--- config.mk ---
export PLATFORM = sky130hd
export DESIGN_NAME = instr_encoder
export DESIGN_NICKNAME = d
export VERILOG_FILES = /design/src/rtl/instr_encoder.sv
export SDC_FILE = /design/constraint.sdc
export NUM_CORES = 1
export LEC_CHECK = 0
export CAP_MARGIN = 20
export CORE_MARGIN = 2
export CORE_UTILIZATION = 45
export CTS_CLUSTER_SIZE = 16
export DETAILED_ROUTE_END_ITERATION = 7
export GPL_ROUTABILITY_DRIVEN = 0
export PLACE_DENSITY_LB_ADDON = 0.25
export SLEW_MARGIN = 15
export SYNTH_ARGS = -nofsm -noshare
export SYNTH_HDL_FRONTEND = slang
export SYNTH_SLANG_ARGS = --single-unit
--- constraint.sdc ---
create_clock -name clk -period 5.31 [get_ports clk]
set_input_delay 1.062 -clock clk [delete_from_list [all_inputs] [get_ports clk]]
set_output_delay 1.062 -clock clk [all_outputs]
set_load 0.1 [all_outputs]
--- src/rtl/instr_encoder.sv ---
// Packs MIPS instruction descriptors into 32-bit words and writes them to instruction memory.
// Optional INSTR_ENCODER_PARITY_EN adds imem_wpar, the registered even parity of imem_wdata.
module instr_encoder #(
    parameter int ADDR_W    = 8,
    parameter int DEPTH     = 256,
    parameter int BASE_ADDR = 0
) (
    input  logic              clk,
    input  logic              rst_n,
    input  logic              in_valid,
    output logic              in_ready,
    input  logic [2:0]        in_kind,
    input  logic [4:0]        in_rs,
    input  logic [4:0]        in_rt,
    input  logic [4:0]        in_rd,
    input  logic [4:0]        in_shamt,
    input  logic [5:0]        in_funct,
    input  logic [25:0]       in_imm,
    input  logic              in_last,
    output logic              imem_we,
    output logic [ADDR_W-1:0] imem_addr,
    output logic [31:0]       imem_wdata,
    input  logic              imem_ready,
    output logic              full,
    output logic              err,
    output logic              done,
    output logic [ADDR_W:0]   prog_len
`ifdef INSTR_ENCODER_PARITY_EN
    ,
    output logic              imem_wpar
`endif
);

    typedef enum logic [1:0] {
        S_IDLE  = 2'd0,
        S_WRITE = 2'd1,
        S_DONE  = 2'd2
    } state_t;

    localparam logic [ADDR_W-1:0] BASE    = ADDR_W'(BASE_ADDR);
    localparam logic [ADDR_W:0]   DEPTH_C = (ADDR_W+1)'(DEPTH);
    localparam logic [ADDR_W:0]   ONE_C   = (ADDR_W+1)'(1);

    state_t            state, state_d;
    logic              in_ready_d;
    logic              we_d;
    logic [ADDR_W-1:0] addr_d;
    logic [31:0]       wdata_d;
    logic [ADDR_W:0]   count, count_d;
    logic              full_d;
    logic              err_d;
    logic              done_d;
    logic [ADDR_W:0]   prog_len_d;
    logic              last_q, last_d;
    logic              kind_ok;
    logic [31:0]       enc_word;

    assign kind_ok = (in_kind <= 3'd4);

    always_comb begin
        enc_word = 32'h0;
        case (in_kind)
            3'd0:    enc_word = {6'b000000, in_rs, in_rt, in_rd, in_shamt, in_funct};
            3'd1:    enc_word = {6'b100011, in_rs, in_rt, in_imm[15:0]};
            3'd2:    enc_word = {6'b101011, in_rs, in_rt, in_imm[15:0]};
            3'd3:    enc_word = {6'b000100, in_rs, in_rt, in_imm[15:0]};
            3'd4:    enc_word = {6'b000010, in_imm};
            default: enc_word = 32'h0;
        endcase
    end

    always_comb begin
        state_d    = state;
        in_ready_d = in_ready;
        we_d       = imem_we;
        addr_d     = imem_addr;
        wdata_d    = imem_wdata;
        count_d    = count;
        full_d     = full;
        err_d      = err;
        done_d     = 1'b0;
        prog_len_d = prog_len;
        last_d     = last_q;
        case (state)
            S_IDLE: begin
                in_ready_d = !full;
                if (in_valid && in_ready) begin
                    if (kind_ok) begin
                        wdata_d    = enc_word;
                        we_d       = 1'b1;
                        last_d     = in_last;
                        state_d    = S_WRITE;
                        in_ready_d = 1'b0;
                    end else begin
                        // Invalid kinds are dropped but may still terminate the program.
                        err_d = 1'b1;
                        if (in_last) begin
                            state_d    = S_DONE;
                            done_d     = 1'b1;
                            prog_len_d = count;
                            in_ready_d = 1'b0;
                        end
                    end
                end
            end
            S_WRITE: begin
                in_ready_d = 1'b0;
                if (imem_ready) begin
                    we_d    = 1'b0;
                    count_d = count + ONE_C;
                    addr_d  = imem_addr + ADDR_W'(1);
                    if (last_q) begin
                        state_d    = S_DONE;
                        done_d     = 1'b1;
                        prog_len_d = count + ONE_C;
                    end else if (count + ONE_C == DEPTH_C) begin
                        full_d  = 1'b1;
                        state_d = S_IDLE;
                    end else begin
                        state_d    = S_IDLE;
                        in_ready_d = 1'b1;
                    end
                end
            end
            S_DONE: begin
                count_d    = '0;
                addr_d     = BASE;
                full_d     = 1'b0;
                state_d    = S_IDLE;
                in_ready_d = 1'b1;
            end
            default: begin
                state_d    = S_IDLE;
                in_ready_d = 1'b0;
            end
        endcase
    end

    always_ff @(posedge clk) begin
        if (!rst_n) begin
            state      <= S_IDLE;
            in_ready   <= 1'b0;
            imem_we    <= 1'b0;
            imem_addr  <= BASE;
            imem_wdata <= 32'h0;
            count      <= '0;
            full       <= 1'b0;
            err        <= 1'b0;
            done       <= 1'b0;
            prog_len   <= '0;
            last_q     <= 1'b0;
        end else begin
            state      <= state_d;
            in_ready   <= in_ready_d;
            imem_we    <= we_d;
            imem_addr  <= addr_d;
            imem_wdata <= wdata_d;
            count      <= count_d;
            full       <= full_d;
            err        <= err_d;
            done       <= done_d;
            prog_len   <= prog_len_d;
            last_q     <= last_d;
        end
    end

`ifdef INSTR_ENCODER_PARITY_EN
    always_ff @(posedge clk) begin
        if (!rst_n) begin
            imem_wpar <= 1'b0;
        end else begin
            imem_wpar <= ^wdata_d;
        end
    end
`endif

endmodule

# After elaboration in Yosys (flattened, before gate mapping)
# Index checks and enable logic that the tools add are counted.
classes:
  n_addsub: 2
  n_lt_le_gt_ge: 1
  eq_ne: 16
  muxes: 38
  bitwise: 1
  n_reduce_logical: 13
op_table:
  columns: ["operator", "n"]
  rows:
  - ["$pmux 32 s5", 1]
  - ["$mux 9", 6]
  - ["$pmux 9 s2", 2]
  - ["$mux 1", 17]
  - ["$ne 2x2->1 const B", 8]
  - ["$pmux 8 s2", 1]
  - ["$mux 2", 5]
  - ["$add 9x1->9 const B", 1]
  - ["$eq 9x9->1 const B", 1]
  - ["$reduce_and 3->1", 3]
  - ["$add 8x1->8 const B", 1]
  - ["$mux 8", 1]
  - ["$reduce_and 4->1", 2]
  - ["$eq 3x2->1 const B", 2]
  - ["$pmux 1 s2", 3]
  - ["$reduce_and 6->1", 1]
  - ["$pmux 2 s2", 1]
  - ["$reduce_bool 2->1", 2]
  - ["$eq 3x1->1 const B", 1]
  - ["$eq 3x3->1 const B", 1]
  - ["$le 3x3->1 const B", 1]
  - ["$logic_not 3->1", 1]
  - ["$ne 3x3->1 const B", 1]
  - ["$pmux 1 s3", 1]
  - ["other kinds (7)", 7]
totals:
  ff_bits: 66
  output_inout_bits: 54
  word_cells: 82

# Logic depth before layout (Yosys ltp)
# Gate-level depths: netlist of the first run.
depth:
  ltp_word: 6
  mapped_depth: 7
  depth_no_buf: 5

# Worst setup path after synthesis of the first run
# No wires, ideal clock.
synth_timing:
  path_kind: "flip-flop to output port"
  start: "reg imem_wdata[26] (netlist name)"
  end: "out imem_wdata[31]"
  arrival_ps: 1374
  t_required_ps: 4248
  slack_ps: 2874
  path_stages_with_launch: 2
  path_buffers: 1
  cell_sequence: "dfxtp_1 buf_4"
synth_lines:
  columns: ["element", "line", "text"]
  rows:
  - ["to (decl)", "22", "output logic [31:0] imem_wdata,"]

# Worst setup path after layout of the first run
layout_timing:
  start: "in in_kind[2]"
  end: "reg imem_wdata[4]"
layout_between:
  elab_chain_len: 2
  elab_cells_between_ends: 8
  classes_between: "order compare: 1; eq/ne: 4; mux: 1; reduce/logical: 2"
layout_rtl:
  columns: ["element", "line", "text"]
  rows:
  - ["from (decl)", "12", "input logic [2:0] in_kind,"]
  - ["$le 3x3->1 (tied with other cells)", "58", "assign kind_ok = (in_kind <= 3'd4);"]
  - ["$reduce_and 3->1 (no source line) or $pmux 32 s5 (tied branches)", null, null]
  - ["to (signal assigned)", "157", "imem_wdata <= wdata_d;"]
# Parallel ways exist; a longest one is shown, timed or not.
# A chain may end at the register's enable or synchronous reset.

==> results of run 1 <==
[sequential cells by signal, indices dropped and copies added (netlist names)]
name,flops
imem_addr,8
in_ready,1
full,1
count,9
imem_we,1
state,2
err,1
done,1
last_q,1
imem_wdata,30
prog_len,9
[cells in the mapped netlist (3+ instances only)]
cell	instances	area, um2
sky130_fd_sc_hd__nand2b_1	7	43.79
sky130_fd_sc_hd__o211ai_1	4	30.03
sky130_fd_sc_hd__a21oi_1	32	160.2
sky130_fd_sc_hd__o2111ai_1	3	26.28
sky130_fd_sc_hd__nor4_4	3	63.81
sky130_fd_sc_hd__a211oi_1	14	105.1
sky130_fd_sc_hd__xnor2_1	9	78.83
sky130_fd_sc_hd__nor2_1	35	131.4
sky130_fd_sc_hd__o211a_1	4	40.04
sky130_fd_sc_hd__o22ai_1	10	62.56
sky130_fd_sc_hd__buf_6	8	90.09
sky130_fd_sc_hd__o21ai_0	24	120.1
sky130_fd_sc_hd__o311ai_0	3	26.28
sky130_fd_sc_hd__and2_1	5	31.28
sky130_fd_sc_hd__ha_1	3	37.54
sky130_fd_sc_hd__nor3_1	9	45.04
sky130_fd_sc_hd__nand3b_1	3	22.52
sky130_fd_sc_hd__mux2i_1	17	170.2
sky130_fd_sc_hd__buf_4	8	60.06
sky130_fd_sc_hd__nor2b_1	4	25.02
sky130_fd_sc_hd__dfxtp_1	64	1281
sky130_fd_sc_hd__a211oi_2	13	162.7
sky130_fd_sc_hd__clkbuf_1	10	37.54
sky130_fd_sc_hd__nand3_1	5	25.02
sky130_fd_sc_hd__xor2_1	8	70.07
sky130_fd_sc_hd__buf_2	8	40.04
sky130_fd_sc_hd__a22oi_1	5	37.54
sky130_fd_sc_hd__nand2_1	23	86.33
[final cells by class]
class	count	area, um2	area share (%)
Tap cell	99	123.9	2.653
Clock inverter	3	42.54	0.9113
Clock buffer	12	145.1	3.109
Inverter	4	15.01	0.3216
Sequential cell	64	1281	27.45
Timing Repair Buffer	114	1136	24.34
Multi-Input combinational cell	279	1924	41.22
[metal layers]
metal  part of all wire [%]  track usage, %
met2                     46           33.58
met5                      0               0
met1                     46           26.92
met3                    6.5           5.311
met4                    1.3           7.828
[cells by family after synthesis]
group	count (synthesis)	synth area share, %
compound gates	126	25.81
other cells	1	0.1089
buf+inv	38	7.052
flops	64	37.22
fa+ha+maj	3	1.091
simple gates	115	19.45
mux	17	4.944
xor+xnor	17	4.326
[placed cells by master (no fill, tap or decap), types with 3 or more instances in the layout]
master                              n
sky130_fd_sc_hd__clkdlybuf4s50_1  112
sky130_fd_sc_hd__o311ai_0           3
sky130_fd_sc_hd__nand2b_1           7
sky130_fd_sc_hd__nand3b_1           3
sky130_fd_sc_hd__a22oi_1            5
sky130_fd_sc_hd__o211ai_1           4
sky130_fd_sc_hd__a211oi_2          13
sky130_fd_sc_hd__nand3_1            5
sky130_fd_sc_hd__nor2b_1            4
sky130_fd_sc_hd__o211a_1            4
sky130_fd_sc_hd__o2111ai_1          3
sky130_fd_sc_hd__nand2_1           23
sky130_fd_sc_hd__nor3_1             9
sky130_fd_sc_hd__a211oi_1          14
sky130_fd_sc_hd__mux2i_1           17
sky130_fd_sc_hd__ha_1               3
sky130_fd_sc_hd__clkbuf_8          10
sky130_fd_sc_hd__nor4_4             3
sky130_fd_sc_hd__xor2_1             8
sky130_fd_sc_hd__and2_1             5
sky130_fd_sc_hd__dfxtp_1           64
sky130_fd_sc_hd__o22ai_1           10
sky130_fd_sc_hd__xnor2_1            9
sky130_fd_sc_hd__a21oi_1           32
sky130_fd_sc_hd__o21ai_0           24
sky130_fd_sc_hd__nor2_1            35
[critical path, stage by stage]
cell                              delay, ns
sky130_fd_sc_hd__clkdlybuf4s50_1       0.74
sky130_fd_sc_hd__nor3_4                0.95
sky130_fd_sc_hd__mux2i_1               0.41
sky130_fd_sc_hd__a211oi_2              0.11
[final timing paths]
kind / startpoint / endpoint / slack [ns] / cells past startpoint
max: in_kind[2] / imem_wdata[4] / 2.21 / 4
min: err / err / 0.48 / 2
max reg2reg: state[1] / imem_wdata[7] / 2.89 / 6
min reg2reg: err / err / 0.48 / 2
[report_power, final]
group / switching [uW] / total (uW) / internal, uW / leakage [uW]
clock: 181 / 408 / 227 / 0.0000925
combinational: 228 / 333 / 105 / 0.000955
sequential: 16.7 / 518 / 502 / 0.000520
[through the flow]
step | area (um2) | utilization (%) | worst slack (ns) | cells | power [uW]
finish | 4668 | 63.68 | 2.211 | 575 | 1260
global route | 4668 | 63.68 | 2.047 | 575 | 1312
CTS | 4668 | 63.68 | 2.165 | 575 | 1269
detailed placement | 4481 | 61.12 | 1.804 | 560 | 863.6
global placement | 4481 | 61.12 | 1.930 | 560 | 858.6
floorplan | 3442 | - | 2.874 | 381 | 765.2
==> qor_table.md, run 1 <==
| Metric | Value | Unit |
|:---|:---|:---|
| Outcome | complete, no violations | - |
| Total congestion overflow | 0 | - |
| Final setup violating endpoints | 0 | - |
| Via count of the first global-routing pass | 3,054 | - |
| Maximum frequency from static timing analysis | 0.3227 | GHz |
| Part of the Yosys area used for sequential elements | 37.22 | % |
| Sink Count | 64 | - |
| Core Footprint | 7331 | um2 |
| Synthesized netlist cell count | 381 | - |
| Final Critical Period | 3.099 | ns |
| Clock-pin slew reported for the worst setup and hold paths after clock tree synthesis | 0.07 | ns |
| CP Class | primary input to register | - |
| Post-DRT Antenna Nets | 0 | - |
| Number of buffers created by CTS | 9 | - |
| Iteration count of the initial detailed-routing pass | 4 | - |
| Number of placement rows | 31 | - |
| Hold slack | 0.4786 | ns |
| Chip Width | 91.46 | um |
| Number of ports placed on the die boundary | 114 | - |
| RSZ-0062 raised after global routing | no | - |
| Via count | 3,153 | - |
| Quantity of gates resized following cts | 0 | - |
| Buffer depth of the longest clock path | 2 | - |
| Flops & latches, synth | 64 | - |
| Mean cell area of the mapped netlist | 9.034 | um2 |
| Height of the die | 91.46 | um |
| Number of antenna violations at the first check in global routing | 0 | - |
| Root Driver | sky130_fd_sc_hd__clkbuf_8 | - |
| Post-synth design cell area | 3442 | um2 |
| Type of the tightest min-delay check | register to register | - |
| Detailed router's first-iteration violation count | 166 | - |
| Hold-fix buffers, CTS | 0 | - |
| Async set-or-reset flop fraction in the synthesized netlist | 0 | % |
| Routed length per instance | 14.98 | um |
| Worst setup SP type | primary input | - |
| Count of input and output buffers | 112 | - |
| Number of flops mapped to enable cells by yosys | 0 | - |
| Flip-flop cell with the highest count after synthesis | sky130_fd_sc_hd__dfxtp_1 | - |
| Clock Skews | 0.009155 | ns |
| Final worst path period share | 58.36 | % |
| Post-synthesis to final-layout area growth | 35.62 | % |
| First-pass GRT wire length | 14,370 | um |
| Crit. End Element | register | - |
| Max-cap violations | 0 | - |
| Post-Route Setup TNS | 0 | ns |
| Starting utilization of the core area | 46.95 | % |
| H-Tree Depth | 3 | - |
| Leak | 0.001568 | uW |
| Layout cell share with drive strength beyond 1 | 9.454 | % |
| Worst Max-Slew Pin Slew | 1.053 | ns |
| GR Util All Layers | 20.90 | % |
| Total wirelength of the detailed-routed design | 8616 | um |
| Number of buffers inserted to repair setup after CTS | 0 | - |
| Relative slew slack | 29.70 | % |
| Post-Synthesis Net Count | 444 | - |
| Final slew viol count | 0 | - |
| Half-perimeter wire length of the detailed placement result | 6216 | um |
| Antenna cell count | 0 | - |
| Peak supply drop | 0.1113 | mV |
| Data arrival, critical path | 3.28 | ns |
| Cell Pwr Density | 269.8 | nW/um2 |
| Die Area | 8365 | um2 |
| DRC viols | 0 | - |
| Final hold vios | 0 | - |
| Maximum fanout encountered on the critical timing path | 17 | - |
| Fill count | 616 | - |
| TritonCTS clock tree | yes | - |
| Required time worst endpoint | 5.50 | ns |
| Pin count of the biggest net entering global routing | 46 | - |
| Final layout net count | 535 | - |
| Yosys warning count | 0 | - |
| Post-DR vias/cell | 5.483 | - |
| Number of unique standard cell types used by synthesis | 58 | - |
| Clock Latency Late Sink | 0.34 | ns |
(Power assumes the default switching activity.)
==> run 2: changes to the inputs <==
==> constraint.sdc (replaced) <==
create_clock -name clk -period 3.09 [get_ports clk]
set_input_delay 0.618 -clock clk [delete_from_list [all_inputs] [get_ports clk]]
set_output_delay 0.618 -clock clk [all_outputs]
set_load 0.1 [all_outputs]
==> qor_table.md, run 2 (synthesis results as in run 1) <==
| Metric | Value | Unit | vs previous |
|:---|:---|:---|:---|
| Routed length per instance | 15.06 | um | +0.48% |
| Placed Instances | 569 | - | +1.6% |
| Cell with the biggest individual delay on the critical path | sky130_fd_sc_hd__dfxtp_1 | - |  |
| Clock Skews | 0.007569 | ns | -0.001586 ns |
| First-pass GRT wire length | 14,630 | um | +1.9% |
| Pin count of the biggest net entering global routing | 45 | - | -2.2% |
| Flop pwr share | 39.4 | % | -1.8 points |
| Cell Pwr Density | 484.3 | nW/um2 | +79% |
| Post-DRT Antenna Nets | 0 | - | unchanged |
| Number of flip-flops under the largest register name | 30 | - | unchanged |
| Post-DR vias/cell | 5.468 | - | -0.28% |
| Clock Latency Late Sink | 0.34 | ns | about the same |
| Antenna cell count | 0 | - | unchanged |
| Post-Route Setup TNS | 0 | ns | unchanged |
| Number of buffers created by CTS | 9 | - | unchanged |
| Root Driver | sky130_fd_sc_hd__clkbuf_8 | - |  |
| Relative slew slack | 54.13 | % | +24 points |
| Sequential standard cell area | 1281 | um2 | unchanged |
| Switching portion of total power | 32.57 | % | -1.2 points |
| Maximum frequency from static timing analysis | 0.4414 | GHz |  |
| Largest stage delay on the critical path | 0.59 | ns | -0.36 ns |
| Cell Int Power | 1516 | uW | +82% |
| Number of placement rows | 31 | - | unchanged |
| Via count | 3,199 | - | +1.5% |
| Starting utilization of the core area | 46.95 | % | unchanged |
| CP Class | register to register | - |  |
| Via count of the first global-routing pass | 3,076 | - | +0.72% |
| Number of ports placed on the die boundary | 114 | - | unchanged |
| Number of buffers inserted to repair setup after CTS | 0 | - | unchanged |
| Hold-fix buffers, CTS | 0 | - | unchanged |
| Fill count | 627 | - | +1.8% |
| Required time worst endpoint | 3.30 | ns | -2.20 ns |
| Half-perimeter wire length of the detailed placement result | 6479 | um | +4.2% |
| Data arrival, critical path | 2.48 | ns | -0.80 ns |
| Final setup violating endpoints | 0 | - | unchanged |
| DRC viols | 0 | - | unchanged |
| RSZ-0062 raised after global routing | no | - |  |
| Post-synthesis to final-layout area growth | 34.86 | % |  |
| Number of antenna violations at the first check in global routing | 0 | - | unchanged |
| Leak | 0.001732 | uW | +10% |
| Cells traversed along the worst timing path | ha_1, nand3_2, or4_1, a32oi_1, nor2_1 | - |  |
| Die Area | 8365 | um2 | unchanged |
| Total area of multi-input combinational cells | 1924 | um2 | unchanged |
| Top flop regs | imem_wdata: 30 flops, count: 9 flops, prog_len: 9 flops | - |  |
| Core Footprint | 7331 | um2 | unchanged |
| Final hold vios | 0 | - | unchanged |
| Layout cell share with drive strength beyond 1 | 22.02 | % | +13 points |
| Share of total power in the clock network | 34.9 | % | +2.5 points |
| Maximum fanout encountered on the critical timing path | 10 | - | -7 |
| Height of the die | 91.46 | um | unchanged |
| GR Util All Layers | 21.55 | % | +0.66 points |
| Type of the tightest min-delay check | register to register | - |  |
| P_sw | 732.3 | uW | +72% |
| Worst Max-Slew Pin Slew | 0.6880 | ns | -0.3651 ns |
| Final slew viol count | 0 | - | unchanged |
| Non-filler cells in the finished layout | 585 | - | +1.7% |
| Total congestion overflow | 0 | - | unchanged |
| Detailed router's first-iteration violation count | 165 | - | -0.60% |
| Chip Width | 91.46 | um | unchanged |
| Worst setup SP type | register | - |  |
| Peak supply drop | 0.2679 | mV | +140% |
| Final Critical Period | 2.265 | ns |  |
| Quantity of gates resized following cts | 0 | - | unchanged |
| Crit path buf inv count | 0 | - | -1 |
| Outcome | complete, no violations | - |  |
| Final worst path period share | 73.32 | % |  |
| Final layout net count | 544 | - | +1.7% |
| Clock-pin slew reported for the worst setup and hold paths after clock tree synthesis | 0.07 | ns | about the same |
| Power Total | 2248 | uW | +78% |
| Leading cell type in the layout, fill and taps excluded | sky130_fd_sc_hd__dfxtp_1 | - |  |
| Count of input and output buffers | 112 | - | unchanged |
| Largest register by flop count | imem_wdata | - |  |
| Sink Count | 64 | - | unchanged |
| Max-cap violations | 0 | - | unchanged |
| Total wirelength of the detailed-routed design | 8808 | um | +2.2% |
| CP top delay family | simple AND/OR/NAND/NOR gates | - |  |
| TritonCTS clock tree | yes | - |  |
| Buffer depth of the longest clock path | 2 | - | unchanged |
| Iteration count of the initial detailed-routing pass | 4 | - | unchanged |
| Crit. End Element | register | - |  |
| H-Tree Depth | 3 | - | unchanged |
| Most frequent cells in the layout | sky130_fd_sc_hd__dfxtp_1 (64), sky130_fd_sc_hd__buf_4 (63), sky130_fd_sc_hd__clkdlybuf4s50_1 (59) | - |  |
| Fraction of power consumed by combinational cells | 25.7 | % | -0.8 points |
run 2: cell count changes in the layout (fill, tap and decap cells not counted):
cell / before / now
sky130_fd_sc_hd__buf_12: 0 / 1
sky130_fd_sc_hd__buf_4: 2 / 63
sky130_fd_sc_hd__bufinv_16: 1 / 2
sky130_fd_sc_hd__clkbuf_1: 2 / 3
sky130_fd_sc_hd__clkdlybuf4s50_1: 112 / 59
sky130_fd_sc_hd__clkinvlp_4: 1 / 0
run 2: per-stage QoR:
step / utilization [%] / setup WS, ns / instance area [um2] / hold slack, ns
2_1_floorplan: - / 0.9013 / 3442 / 0.4472
3_3_place_gp: 60.40 / 0.7234 / 4428 / 0.4590
3_5_place_dp: 60.40 / 0.6001 / 4428 / 0.4623
4_1_cts: 63.32 / 0.8330 / 4642 / 0.4718
5_1_grt: 63.32 / 0.6869 / 4642 / 0.4860
6_report: 63.32 / 0.8245 / 4642 / 0.4703
run 2: worst reg2reg max path, stage by stage (launching register included):
cell,delay (ns)
sky130_fd_sc_hd__dfxtp_1,0.59
sky130_fd_sc_hd__ha_1,0.47
sky130_fd_sc_hd__nand3_2,0.29
sky130_fd_sc_hd__or4_1,0.53
sky130_fd_sc_hd__a32oi_1,0.20
sky130_fd_sc_hd__nor2_1,0.06
run 2: cell type report:
class | count | area share [%]
multi-input combinational | 279 | 41.46
sequential | 64 | 27.60
timing repair buffer | 123 | 23.34
clock buffer | 13 | 3.208
tap | 99 | 2.668
clock inverter | 3 | 1.402
inverter | 4 | 0.3235
run 2: worst paths after layout:
path | slack [ns] | start | endpoint | cells past startpoint
worst max-delay path | 0.82 | count[0] | count[8] | 5
worst min-delay path | 0.47 | imem_wdata[27] | imem_wdata[27] | 2
worst max register to register | 0.82 | count[0] | count[8] | 5
worst min register to register | 0.47 | imem_wdata[27] | imem_wdata[27] | 2
run 2: power groups by stage:
stage | Combinational (uW) | Sequential (uW) | Clock, uW
finish | 578 | 885 | 785
floorplan | 165 | 1150 | 0
CTS | 581 | 885 | 806
global route | 605 | 889 | 847
global placement | 573 | 903 | 0
detailed placement | 580 | 903 | 0
run 2: routing by layer:
metal / wire length (um) / part of all wire, % / track usage [%] / vias to the layer above
met4: 149 / 1.7 / 9.091 / 0
li1: - / - / - / 1599
met1: 4016 / 46 / 27.27 / 1491
met2: 4074 / 46 / 35.54 / 99
met5: 0 / 0 / 0 / -
met3: 567 / 6.4 / 4.398 / 10
==> run 3: changes to the inputs <==
==> constraint.sdc (replaced) <==
create_clock -name clk -period 2.1 [get_ports clk]
set_input_delay 0.42 -clock clk [delete_from_list [all_inputs] [get_ports clk]]
set_output_delay 0.42 -clock clk [all_outputs]
set_load 0.1 [all_outputs]
==> qor_table.md, run 3 (synthesis results as in run 1) <==
| Metric | Value | Unit | vs previous |
|:---|:---|:---|:---|
| Met2 GRT Util | 33.95 | % | -1.6 points |
| H-Tree Depth | 3 | - | unchanged |
| Quantity of gates resized following cts | 0 | - | unchanged |
| Required time worst endpoint | 2.37 | ns | -0.93 ns |
| Detailed router's first-iteration violation count | 158 | - | -4.2% |
| Flop pwr share | 41.9 | % | +2.5 points |
| Iteration count of the initial detailed-routing pass | 4 | - | unchanged |
| Most frequent cells in the layout | sky130_fd_sc_hd__buf_4 (75), sky130_fd_sc_hd__dfxtp_1 (63), sky130_fd_sc_hd__clkdlybuf4s50_1 (59) | - |  |
| Crit. End Element | register | - |  |
| Final worst path period share | 84.54 | % |  |
| CP Class | primary input to register | - |  |
| Max-cap violations | 0 | - | unchanged |
| Via count | 3,249 | - | +1.6% |
| Crit Reg-Reg Startpoint | count[4] | - |  |
| DRC viols | 0 | - | unchanged |
| Leak | 0.001778 | uW | +2.7% |
| R2R setup slack | 0.37 | ns | -0.45 ns |
| Cell Pwr Density | 659.8 | nW/um2 | +36% |
| P_sw | 1083 | uW | +48% |
| Leading cell type in the layout, fill and taps excluded | sky130_fd_sc_hd__buf_4 | - |  |
| Post-Route Setup TNS | 0 | ns | unchanged |
| Peak supply drop | 0.3563 | mV | +33% |
| Largest stage delay on the critical path | 0.62 | ns | +0.03 ns |
| Cell with the biggest individual delay on the critical path | sky130_fd_sc_hd__clkdlybuf4s50_1 | - |  |
| Height of the die | 91.46 | um | unchanged |
| Buffer depth of the longest clock path | 2 | - | unchanged |
| Post-synthesis to final-layout area growth | 36.90 | % |  |
| Clock-pin slew reported for the worst setup and hold paths after clock tree synthesis | 0.07 | ns | about the same |
| Placed Instances | 582 | - | +2.3% |
| Met3 layer usage reported by global route | 5.726 | % | +1.3 points |
| Final layout net count | 557 | - | +2.4% |
| Maximum fanout encountered on the critical timing path | 6 | - | -4 |
| Number of ports placed on the die boundary | 114 | - | unchanged |
| GR Util All Layers | 21.70 | % | +0.15 points |
| Crit path buf inv count | 2 | - | +2 |
| Power Total | 3109 | uW | +38% |
| Number of buffers created by CTS | 9 | - | unchanged |
| Data arrival, critical path | 2.04 | ns | -0.44 ns |
| Gr busiest metal | met2 | - |  |
| Post-DRT Antenna Nets | 0 | - | unchanged |
| Worst setup SP type | primary input | - |  |
| CP top delay family | buffers and inverters | - |  |
| Largest register by flop count | imem_wdata | - |  |
| Smallest setup slack after layout | 0.3246 | ns | -0.4999 ns |
| Final slew viol count | 0 | - | unchanged |
| Routing usage on met1 | 28.33 | % | +1.1 points |
| Total wirelength of the detailed-routed design | 8932 | um | +1.4% |
| Hold slack | 0.4708 | ns | +0.0004730 ns |
| Final Critical Period | 1.775 | ns |  |
| Number of buffers inserted to repair setup after CTS | 0 | - | unchanged |
| Switching portion of total power | 34.84 | % | +2.3 points |
| Final hold vios | 0 | - | unchanged |
| Cell Int Power | 2026 | uW | +34% |
| Endpoint with the worst hold slack | imem_wdata[27] | - |  |
| Via count of the first global-routing pass | 3,081 | - | +0.16% |
| Number of placement rows | 31 | - | unchanged |
| Pin count of the biggest net entering global routing | 43 | - | -4.4% |
| Worst setup slack before clock tree synthesis | -0.0002363 | ns | -0.6003 ns |
| Sink Count | 64 | - | unchanged |
| Chip Width | 91.46 | um | unchanged |
| First-pass GRT wire length | 14,790 | um | +1.0% |
| Total congestion overflow | 0 | - | unchanged |
| Non-filler cells in the finished layout | 597 | - | +2.1% |
| TritonCTS clock tree | yes | - |  |
| Antenna cell count | 0 | - | unchanged |
| Root Driver | sky130_fd_sc_hd__clkbuf_8 | - |  |
| Hold-fix buffers, CTS | 0 | - | unchanged |
| Number of flip-flops under the largest register name | 30 | - | unchanged |
| Number of antenna violations at the first check in global routing | 0 | - | unchanged |
| Maximum frequency from static timing analysis | 0.5633 | GHz |  |
| Count of input and output buffers | 112 | - | unchanged |
| Core Footprint | 7331 | um2 | unchanged |
| Cells traversed along the worst timing path | clkdlybuf4s50_1, nand2_1, buf_4, a2111oi_0, o31ai_1, o21ai_0 | - |  |
| Half-perimeter wire length of the detailed placement result | 6565 | um | +1.3% |
| Final setup violating endpoints | 0 | - | unchanged |
| Starting utilization of the core area | 46.95 | % | unchanged |
| Clock Skews | 0.007333 | ns | -0.0002361 ns |
| Outcome | complete, no violations | - |  |
| Post-DR vias/cell | 5.442 | - | -0.48% |
| Clock Latency Late Sink | 0.34 | ns | about the same |
| Crit Reg-Reg Endpoint | count[8] | - |  |
| Share of total power in the clock network | 30.2 | % | -4.7 points |
| Type of the tightest min-delay check | register to register | - |  |
| Routed length per instance | 14.96 | um | -0.63% |
| Fraction of power consumed by combinational cells | 27.8 | % | +2.1 points |
| RSZ-0062 raised after global routing | no | - |  |
| Hold Path Depth | 2 | - | unchanged |
| Layout cell share with drive strength beyond 1 | 24.50 | % | +2.5 points |
| Hold Crit Start | imem_wdata[27] | - |  |
| Die Area | 8365 | um2 | unchanged |
| Top flop regs | imem_wdata: 30 flops, count: 9 flops, prog_len: 9 flops | - |  |
| Worst R2R Path Depth | 4 | - | -1 |
[run 3: cell types whose count changed in the layout (fill, tap and decap cells not counted)]
cell | before | now
sky130_fd_sc_hd__buf_12 | 1 | 2
sky130_fd_sc_hd__buf_4 | 63 | 75
sky130_fd_sc_hd__bufinv_16 | 2 | 0
sky130_fd_sc_hd__clkbuf_1 | 3 | 1
sky130_fd_sc_hd__clkbuf_8 | 10 | 11
sky130_fd_sc_hd__clkinv_2 | 1 | 2
sky130_fd_sc_hd__clkinvlp_4 | 0 | 1
sky130_fd_sc_hd__dfxtp_1 | 64 | 63
sky130_fd_sc_hd__dfxtp_2 | 0 | 1
[run 3: worst max path at each step]
stage | from | endpoint | slack (ns) | cells after the start
after floorplan | in_ready | imem_wdata[10] | 0.24 | 7
after global placement | imem_ready | full | 0.008 | 6
after detailed placement | in_kind[2] | prog_len[2] | -0.0002 | 5
after CTS | in_kind[2] | prog_len[2] | 0.36 | 5
after global routing | in_kind[2] | prog_len[1] | 0.19 | 5
final | imem_ready | full | 0.32 | 6
[run 3: power groups by stage]
stage | clock network [uW] | logic (uW) | registers, uW
2_1_floorplan | 0 | 242 | 1690
3_3_place_gp | 0 | 858 | 1330
3_5_place_dp | 0 | 865 | 1330
4_1_cts | 970 | 868 | 1300
5_1_grt | 1020 | 906 | 1310
6_report | 940 | 865 | 1300
[run 3: routing by layer]
| metal | wire [um] | vias to the layer above |
|---|---|---|
| li1 | - | 1625 |
| met1 | 4072 | 1505 |
| met2 | 4027 | 105 |
| met3 | 674 | 14 |
| met4 | 157 | 0 |
| met5 | 0 | - |
[run 3: tightest hold or removal path: stages (launching register included)]
cell	delay [ns]
sky130_fd_sc_hd__dfxtp_1	0.31
sky130_fd_sc_hd__nand2b_1	0.06
sky130_fd_sc_hd__a21oi_1	0.05
[run 3: cell type report]
type                       instances  area (um2)
fill                             625        2619
sequential                        64        1282
inverter                           4       15.01
timing repair buffer             136        1194
multi-input combinational        279        1924
clock inverter                     3       17.52
clock buffer                      12       155.1
tap                               99       123.9
[run 3: per-stage QoR]
step                util [%]  cell area (um2)
detailed placement     61.92             4539
finish                 64.28             4712
floorplan                  -             3443
global route           64.28             4712
global placement       61.92             4539
CTS                    64.28             4712
